==> src/rtl/dsp48_a1_pkg.sv <==
// ---------------------------------------------------------------------------
// dsp48_a1_pkg
// Shared definitions for the DSP48_A1 slice: where each control field lives
// inside the OPMODE word, and the select codes of the X and Z post-adder
// multiplexers.
// ---------------------------------------------------------------------------
package dsp48_a1_pkg;

  // Bit positions of the individual OPMODE fields
  localparam int OP_X_LSB    = 0;   // X mux select, 2 bits
  localparam int OP_Z_LSB    = 2;   // Z mux select, 2 bits
  localparam int OP_B1_SEL   = 4;   // 1 = pre-adder result feeds B1
  localparam int OP_CARRY    = 5;   // carry-in when sourced from OPMODE
  localparam int OP_PRE_SUB  = 6;   // 1 = pre-adder subtracts
  localparam int OP_POST_SUB = 7;   // 1 = post-adder subtracts
  localparam int MUX_SEL_W   = 2;

  // X mux operand selection
  typedef enum logic [1:0] {
    X_ZERO = 2'd0,
    X_M    = 2'd1,
    X_P    = 2'd2,
    X_DAB  = 2'd3
  } xSel_e;

  // Z mux operand selection
  typedef enum logic [1:0] {
    Z_ZERO = 2'd0,
    Z_PCIN = 2'd1,
    Z_P    = 2'd2,
    Z_C    = 2'd3
  } zSel_e;

endpackage

==> src/rtl/dsp_pipe_reg.sv <==
// ---------------------------------------------------------------------------
// dsp_pipe_reg
// One optional pipeline stage of the DSP slice. With REG=1 it is a register
// with synchronous active-high reset (reset wins over enable); with REG=0 it
// collapses to a plain wire and the control inputs are ignored.
//
// Ports
//   CLK  - clock, rising edge
//   CE   - clock enable, active-high
//   RST  - synchronous reset, active-high
//   i_d  - stage input  [WIDTH-1:0]
//   o_q  - stage output [WIDTH-1:0]
// ---------------------------------------------------------------------------
module dsp_pipe_reg
  import dsp48_a1_pkg::*;
#(
  parameter int WIDTH = 1,
  parameter int REG   = 1
) (
  input  logic             CLK,
  input  logic             CE,
  input  logic             RST,
  input  logic [WIDTH-1:0] i_d,
  output logic [WIDTH-1:0] o_q
);

  generate
    if (REG == 1) begin : g_reg
      logic [WIDTH-1:0] r_q;

      // Registered stage: reset clears the stage even while CE is low,
      // otherwise CE low simply holds the current value.
      always_ff @(posedge CLK) begin
        if (RST) begin
          r_q <= '0;
        end else if (CE) begin
          r_q <= i_d;
        end
      end

      assign o_q = r_q;
    end else begin : g_bypass
      // Bypassed stage has no clock, enable or reset behaviour at all; the
      // controls are folded into a deliberately unused net.
      logic w_unusedCtrl;
      assign w_unusedCtrl = CLK ^ CE ^ RST;
      assign o_q          = i_d;
    end
  endgenerate

endmodule

==> src/rtl/dsp48_a1.sv <==
// ---------------------------------------------------------------------------
// dsp48_a1
// DSP48A1-style arithmetic slice: 18-bit pre-adder, 18x18 unsigned
// multiplier and 48-bit post-adder/accumulator with optional pipeline stages.
//
// Ports
//   CLK                      - clock, all stages update on the rising edge
//   RSTA/B/C/D/M/P/OPMODE/CARRYIN - per-stage synchronous active-high resets
//   CEA/B/C/D/M/P/OPMODE/CARRYIN  - per-stage clock enables
//   A, B, D, BCIN            - 18-bit operands (BCIN = cascaded B)
//   C, PCIN                  - 48-bit post-adder operand / cascaded P
//   OPMODE                   - 8-bit operation select
//   CARRYIN                  - external carry-in
//   P, PCOUT                 - 48-bit post-adder result (PCOUT mirrors P)
//   M                        - 36-bit multiplier stage output
//   BCOUT                    - 18-bit B1 stage output
//   CARRYOUT, CARRYOUTF      - post-adder carry (CARRYOUTF mirrors CARRYOUT)
// ---------------------------------------------------------------------------
module dsp48_a1
  import dsp48_a1_pkg::*;
#(
  parameter int    WIDTH_1     = 8,
  parameter int    WIDTH_2     = 18,
  parameter int    WIDTH_3     = 36,
  parameter int    WIDTH_4     = 48,
  parameter int    A0REG       = 0,
  parameter int    A1REG       = 1,
  parameter int    B0REG       = 0,
  parameter int    B1REG       = 1,
  parameter int    CREG        = 1,
  parameter int    DREG        = 1,
  parameter int    MREG        = 1,
  parameter int    PREG        = 1,
  parameter int    CARRYINREG  = 1,
  parameter int    CARRYOUTREG = 1,
  parameter int    OPMODEREG   = 1,
  parameter string CARRYINSEL  = "OPMODE5",
  parameter string B_INPUT     = "DIRECT",
  parameter string RSTTYPE     = "SYNC"
) (
  input  logic               CLK,
  input  logic               RSTA,
  input  logic               RSTB,
  input  logic               RSTC,
  input  logic               RSTCARRYIN,
  input  logic               RSTD,
  input  logic               RSTM,
  input  logic               RSTOPMODE,
  input  logic               RSTP,
  input  logic               CEA,
  input  logic               CEB,
  input  logic               CEC,
  input  logic               CECARRYIN,
  input  logic               CED,
  input  logic               CEM,
  input  logic               CEOPMODE,
  input  logic               CEP,
  input  logic [WIDTH_2-1:0] A,
  input  logic [WIDTH_2-1:0] B,
  input  logic [WIDTH_2-1:0] D,
  input  logic [WIDTH_2-1:0] BCIN,
  input  logic [WIDTH_4-1:0] C,
  input  logic [WIDTH_4-1:0] PCIN,
  input  logic [WIDTH_1-1:0] OPMODE,
  input  logic               CARRYIN,
  output logic [WIDTH_4-1:0] P,
  output logic [WIDTH_4-1:0] PCOUT,
  output logic [WIDTH_3-1:0] M,
  output logic [WIDTH_2-1:0] BCOUT,
  output logic               CARRYOUT,
  output logic               CARRYOUTF
);

  // Only synchronous reset exists in this implementation; the parameter is
  // kept for interface compatibility with the original primitive.
  localparam bit lp_unusedRstSync = (RSTTYPE == "SYNC");

  logic [WIDTH_2-1:0] w_a0;
  logic [WIDTH_2-1:0] w_a1;
  logic [WIDTH_2-1:0] w_bSrc;
  logic [WIDTH_2-1:0] w_b0;
  logic [WIDTH_2-1:0] w_b1In;
  logic [WIDTH_2-1:0] w_b1;
  logic [WIDTH_2-1:0] w_d;
  logic [WIDTH_4-1:0] w_c;
  logic [WIDTH_1-1:0] w_opmode;
  logic [WIDTH_2-1:0] w_preAdd;
  logic [WIDTH_3-1:0] w_mult;
  logic [WIDTH_3-1:0] w_m;
  logic               w_carrySel;
  logic               w_cin;
  logic [WIDTH_4-1:0] w_xMux;
  logic [WIDTH_4-1:0] w_zMux;
  logic [WIDTH_4:0]   w_xExt;
  logic [WIDTH_4:0]   w_zExt;
  logic [WIDTH_4:0]   w_cinExt;
  logic [WIDTH_4:0]   w_postSum;
  logic [WIDTH_4-1:0] w_p;
  logic               w_carryOut;

  // A path: two optional stages sharing CEA/RSTA
  dsp_pipe_reg #(.WIDTH(WIDTH_2), .REG(A0REG)) u_a0 (
    .CLK(CLK), .CE(CEA), .RST(RSTA), .i_d(A), .o_q(w_a0)
  );
  dsp_pipe_reg #(.WIDTH(WIDTH_2), .REG(A1REG)) u_a1 (
    .CLK(CLK), .CE(CEA), .RST(RSTA), .i_d(w_a0), .o_q(w_a1)
  );

  // B path source is either the direct input or the cascade input
  assign w_bSrc = (B_INPUT == "CASCADE") ? BCIN : B;

  dsp_pipe_reg #(.WIDTH(WIDTH_2), .REG(B0REG)) u_b0 (
    .CLK(CLK), .CE(CEB), .RST(RSTB), .i_d(w_bSrc), .o_q(w_b0)
  );

  dsp_pipe_reg #(.WIDTH(WIDTH_2), .REG(DREG)) u_d (
    .CLK(CLK), .CE(CED), .RST(RSTD), .i_d(D), .o_q(w_d)
  );

  dsp_pipe_reg #(.WIDTH(WIDTH_4), .REG(CREG)) u_c (
    .CLK(CLK), .CE(CEC), .RST(RSTC), .i_d(C), .o_q(w_c)
  );

  // Every OPMODE-controlled mux below looks at this stage's output, so a
  // new OPMODE takes effect one cycle after it is presented.
  dsp_pipe_reg #(.WIDTH(WIDTH_1), .REG(OPMODEREG)) u_opmode (
    .CLK(CLK), .CE(CEOPMODE), .RST(RSTOPMODE), .i_d(OPMODE), .o_q(w_opmode)
  );

  // Pre-adder wraps at 18 bits; B1 takes either its result or raw B0
  assign w_preAdd = w_opmode[OP_PRE_SUB] ? (w_d - w_b0) : (w_d + w_b0);
  assign w_b1In   = w_opmode[OP_B1_SEL] ? w_preAdd : w_b0;

  dsp_pipe_reg #(.WIDTH(WIDTH_2), .REG(B1REG)) u_b1 (
    .CLK(CLK), .CE(CEB), .RST(RSTB), .i_d(w_b1In), .o_q(w_b1)
  );

  // Unsigned full-width product
  assign w_mult = WIDTH_3'(w_a1) * WIDTH_3'(w_b1);

  dsp_pipe_reg #(.WIDTH(WIDTH_3), .REG(MREG)) u_m (
    .CLK(CLK), .CE(CEM), .RST(RSTM), .i_d(w_mult), .o_q(w_m)
  );

  assign w_carrySel = (CARRYINSEL == "CARRYIN") ? CARRYIN : w_opmode[OP_CARRY];

  dsp_pipe_reg #(.WIDTH(1), .REG(CARRYINREG)) u_cin (
    .CLK(CLK), .CE(CECARRYIN), .RST(RSTCARRYIN), .i_d(w_carrySel), .o_q(w_cin)
  );

  // X operand select. The concatenation option packs D[11:0], A1 and B1
  // into a full 48-bit word so the slice can be used as a wide adder.
  always_comb begin
    w_xMux = '0;
    case (xSel_e'(w_opmode[OP_X_LSB +: MUX_SEL_W]))
      X_ZERO:  w_xMux = '0;
      X_M:     w_xMux = WIDTH_4'(w_m);
      X_P:     w_xMux = w_p;
      X_DAB:   w_xMux = {w_d[11:0], w_a1, w_b1};
      default: w_xMux = '0;
    endcase
  end

  // Z operand select; the P option turns the slice into an accumulator
  always_comb begin
    w_zMux = '0;
    case (zSel_e'(w_opmode[OP_Z_LSB +: MUX_SEL_W]))
      Z_ZERO:  w_zMux = '0;
      Z_PCIN:  w_zMux = PCIN;
      Z_P:     w_zMux = w_p;
      Z_C:     w_zMux = w_c;
      default: w_zMux = '0;
    endcase
  end

  // Post-adder runs one bit wider than P; the extra bit is the carry out
  // on addition and the borrow on subtraction.
  assign w_xExt    = {1'b0, w_xMux};
  assign w_zExt    = {1'b0, w_zMux};
  assign w_cinExt  = {{WIDTH_4{1'b0}}, w_cin};
  assign w_postSum = w_opmode[OP_POST_SUB] ? (w_zExt - (w_xExt + w_cinExt))
                                           : (w_zExt + w_xExt + w_cinExt);

  dsp_pipe_reg #(.WIDTH(WIDTH_4), .REG(PREG)) u_p (
    .CLK(CLK), .CE(CEP), .RST(RSTP), .i_d(w_postSum[WIDTH_4-1:0]), .o_q(w_p)
  );

  dsp_pipe_reg #(.WIDTH(1), .REG(CARRYOUTREG)) u_cout (
    .CLK(CLK), .CE(CEP), .RST(RSTP), .i_d(w_postSum[WIDTH_4]), .o_q(w_carryOut)
  );

  assign P         = w_p;
  assign PCOUT     = w_p;
  assign M         = w_m;
  assign BCOUT     = w_b1;
  assign CARRYOUT  = w_carryOut;
  assign CARRYOUTF = w_carryOut;

endmodule

==> config.mk <==
export PLATFORM = sky130hd
export DESIGN_NAME = dsp48_a1
export DESIGN_NICKNAME = d
export VERILOG_FILES = /design/src/rtl/dsp48_a1_pkg.sv /design/src/rtl/dsp_pipe_reg.sv /design/src/rtl/dsp48_a1.sv
export SDC_FILE = /design/constraint.sdc
export NUM_CORES = 2
export LEC_CHECK = 0
export ABC_AREA = 1
export BUFFER_PORTS_ARGS = -buffer_cell sky130_fd_sc_hd__buf_2
export CAP_MARGIN = 20
export CORE_UTILIZATION = 60
export CTS_CLUSTER_SIZE = 8
export DETAILED_ROUTE_END_ITERATION = 10
export PLACE_DENSITY = 0.93
export SYNTH_ARGS = -nofsm -noshare
export SYNTH_HDL_FRONTEND = slang
export SYNTH_SLANG_ARGS = --single-unit
export TNS_END_PERCENT = 20
==> constraint.sdc <==
create_clock -name CLK -period 8 [get_ports CLK]
set_clock_uncertainty 0.1 [all_clocks]
set_input_delay 0.8 -clock CLK [delete_from_list [all_inputs] [get_ports CLK]]
set_output_delay 0.8 -clock CLK [all_outputs]
set_load 0.05 [all_outputs]
==> impl_metrics.toml <==
[clock_tree]
h-tree-depth = 4
numCtsBuffers = 17
ctsLongestPathBuffers = 2
clk_latency_ns = 0.53
ctsHoldBuffers = 0
cts_tree = "yes"
clk_pin_slew_ns = 0.09
cts_resized = 0
cts_root_buf = "clkbuf_16"
post_cts_buffers = 0
cts.sinks = 196

[placement]
gp_congestion = 1.07
portBuffers = 326
dp_hpwl_um = 95900
post_dp_cell_area_mm2 = 0.0326

[sta]
final.min_clock_period_ns = 6.80
hold_viol_final = 0
setup_viol = 0
worstMarginPinSlew_ns = 1.29
rsz0062_at_grt = "false"
hold-worst-slack_ns = 0.335
slew_headroom_pct = 13.9
fin_setup_tns_ns = 0
max_freq_mhz = 147
finalCritPeriodShare_pct = 85.1
slew_viol_final = 0

[pwr]
p_int_uw = 2250
power_density_mw_per_mm2 = 145
clkPwrFrac_pct = 20.0
max-vdd-ir-drop_mv = 0.180
switchingPower_uw = 2560
combPwrFrac_pct = 54.9
seq_power_share_pct = 25.1
sw_frac_of_total_pct = 53.3
p_leak_uw = 0.0196

[drt]
vias_per_cell = 5.78
ant_nets = 0
first_pass_iters = 10
post-route-drc-count = 0
vias = 33500
initialDrtViolationCount = 3796
wl_um = 119000
avgRoutedWirePerCell_um = 20.5

[yosys]
synth_edf_count = 0
synth_top_area_share_pct = 18.0
yosysSeqAreaShare_pct = 12.7
synthDistinctLibCells = 46
async_flop_share_pct = 0
synth_cells = 4951
synth_area_mm2 = 0.0308
syn_avg_cell_area_um2 = 6.22
syn_nets = 5673
yosys_register_bits = 196
netlist_top_cells_area = "nand2_1 (18%), fa_1 (17%), inv_1 (14%), dfxtp_1 (13%), ha_1 (11%)"
synthFlopType = "dfxtp_1"
ys_warn_count = 0
yosysTopAreaCell = "nand2_1"

[grt]
grt_max_degree = 66
overflow = 0
gr-usage-all-layers_pct = 45.8
grt_pass1_vias = 33100
antenna_found_initial = 4
grt_pass1_wl_um = 182000

[floorplanning]
start_util_pct = 61.2
die_h_um = 229
die_width_um = 229
core_area_mm2 = 0.0504
ioPinCount = 346
row_count = 82
die_area_mm2 = 0.0523

[setup_path]
worst-r2r-setup-slack_ns = 1.20
path_delay_family = "adder cells"
cp-start-kind = "flop"
end_kind = "flop"
cp-startpoint = "u_b1.o_q[3]"
path_class = "reg -> reg"
cp_common_cell = "fa_1"
cp_data_required_time_ns = 8.33
reg2reg_from = "u_b1.o_q[3]"
crit_buf_inv = 3
path_max_fanout = 17
path_cells = "nand2_1 -> fa_1 -> fa_1 -> fa_1 -> inv_1 -> fa_1 -> fa_1 -> fa_1 -> ha_1 -> nand2_2 -> nor2_1 -> inv_1 -> o21ai_0 -> nand3_1 -> nand2_1 -> nor2_1 -> o21ai_0 -> inv_1"
arrival_ns = 7.13
cpPeakStageDelay_ns = 1.07
timing.rr.end = "u_m.o_q[33]"
slowest_stage = "dfxtp_1"
reg2regPathDepth = 18

[cells_and_area]
final-seq-area_mm2 = 0.00393
final_common_cell = "nand2_1"
layout_common_cells = "nand2_1 (1,476), inv_1 (1,117), a21oi_1 (369)"
drive_gt1_share_pct = 9.44
fin_nets = 5837
final_cell_area_mm2 = 0.0332
multi_input_area_mm2 = 0.0216
syn_to_final_growth_pct = 7.72
fillerInstances = 4624

[run_status]
status = "finished clean"

[run]
drv_cap = 0

[min_path]
hold_path.class = "in -> reg"
hp-start = "RSTCARRYIN"
min_path_cells = 2
min_to = "u_cin.o_q"
Yosys cell counts (28+ instances only):
master and count:
o221ai_1 29, nand2_1 1476, inv_1 1118, o21ai_0 196, clkbuf_1 138, nand3_1 182
nor3_1 28, fa_1 261, a21o_1 33, xor2_1 52, a21oi_1 369, dfxtp_1 196
nor2_1 272, ha_1 267, buf_4 51, nand4_1 41
flip-flops by register name, summed over array words and instances (netlist names):
signal and flops:
u_a1.o_q 18, u_b1.o_q 18, u_c.o_q 48, u_cin.o_q 1, u_cout.o_q 1, u_d.o_q 18, u_m.o_q 36, u_opmode.o_q 8
u_p.o_q 48
kinds of logic after synthesis:
| group | Yosys count | share of synthesized area, % |
|---|---|---|
| DFF | 196 | 12.7 |
| xor gates and xnor gates | 62 | 1.76 |
| buffers and inverters | 1359 | 17.2 |
| adders and majority gates | 528 | 27.8 |
| and+or+nand+nor | 2082 | 27.4 |
| AOI/OAI and AO/OA | 724 | 13.1 |
routing by layer:
metal  part of all wire [%]  track usage, %
met3                     12            12.5
met4                    8.3            33.2
met1                     36            54.4
met2                     44            71.5
met5                  0.019               0
power by group through the flow:
stage	sequential [uW]	combinational, uW	clock (uW)
after floorplan	1290	1680	0
after global placement	1210	2490	0
after detailed placement	1210	2540	0
after CTS	1190	2560	955
after global routing	1210	2880	989
final	1210	2640	961
per-stage QoR:
| stage | std cells | util, % | total power (uW) | setup WS, ns |
|---|---|---|---|---|
| after floorplan | 4951 | - | 2980 | 2.27 |
| after global placement | 5767 | 64.6 | 3700 | 1.62 |
| after detailed placement | 5767 | 64.6 | 3750 | 1.52 |
| after CTS | 5799 | 65.8 | 4710 | 1.49 |
| after global routing | 5800 | 65.9 | 5080 | 0.939 |
| final | 5803 | 65.9 | 4810 | 1.20 |
layout make-up:
type	count	area share, %
sequential	196	11.8
antenna	3	0.0226
inverter	1140	12.9
clock inverter	15	0.580
timing repair buffer	364	5.81
tap	672	2.53
multi-input combinational	3396	65.1
clock buffer	17	1.28
worst register-to-register path: stages, from the launching register on:
cell and delay, ns:
dfxtp_1 1.07, nand2_1 0.41, fa_1 0.65, fa_1 0.55
fa_1 0.52, inv_1 0.05, fa_1 0.57, fa_1 0.44
fa_1 0.46, ha_1 0.40, nand2_2 0.11, nor2_1 0.21
inv_1 0.05, o21ai_0 0.52, nand3_1 0.14, nand2_1 0.12
nor2_1 0.06, o21ai_0 0.20, inv_1 0.06
worst max path at each step:
stage / slack (ns) / endpoint / cells after the start
after floorplan: 2.27 / u_m.o_q[20] / 19
after global placement: 1.62 / u_m.o_q[20] / 18
after detailed placement: 1.52 / u_m.o_q[20] / 18
after CTS: 1.49 / u_m.o_q[20] / 18
after global routing: 0.94 / u_m.o_q[33] / 18
final: 1.20 / u_m.o_q[33] / 18
Power figures use the tool's default switching activity.
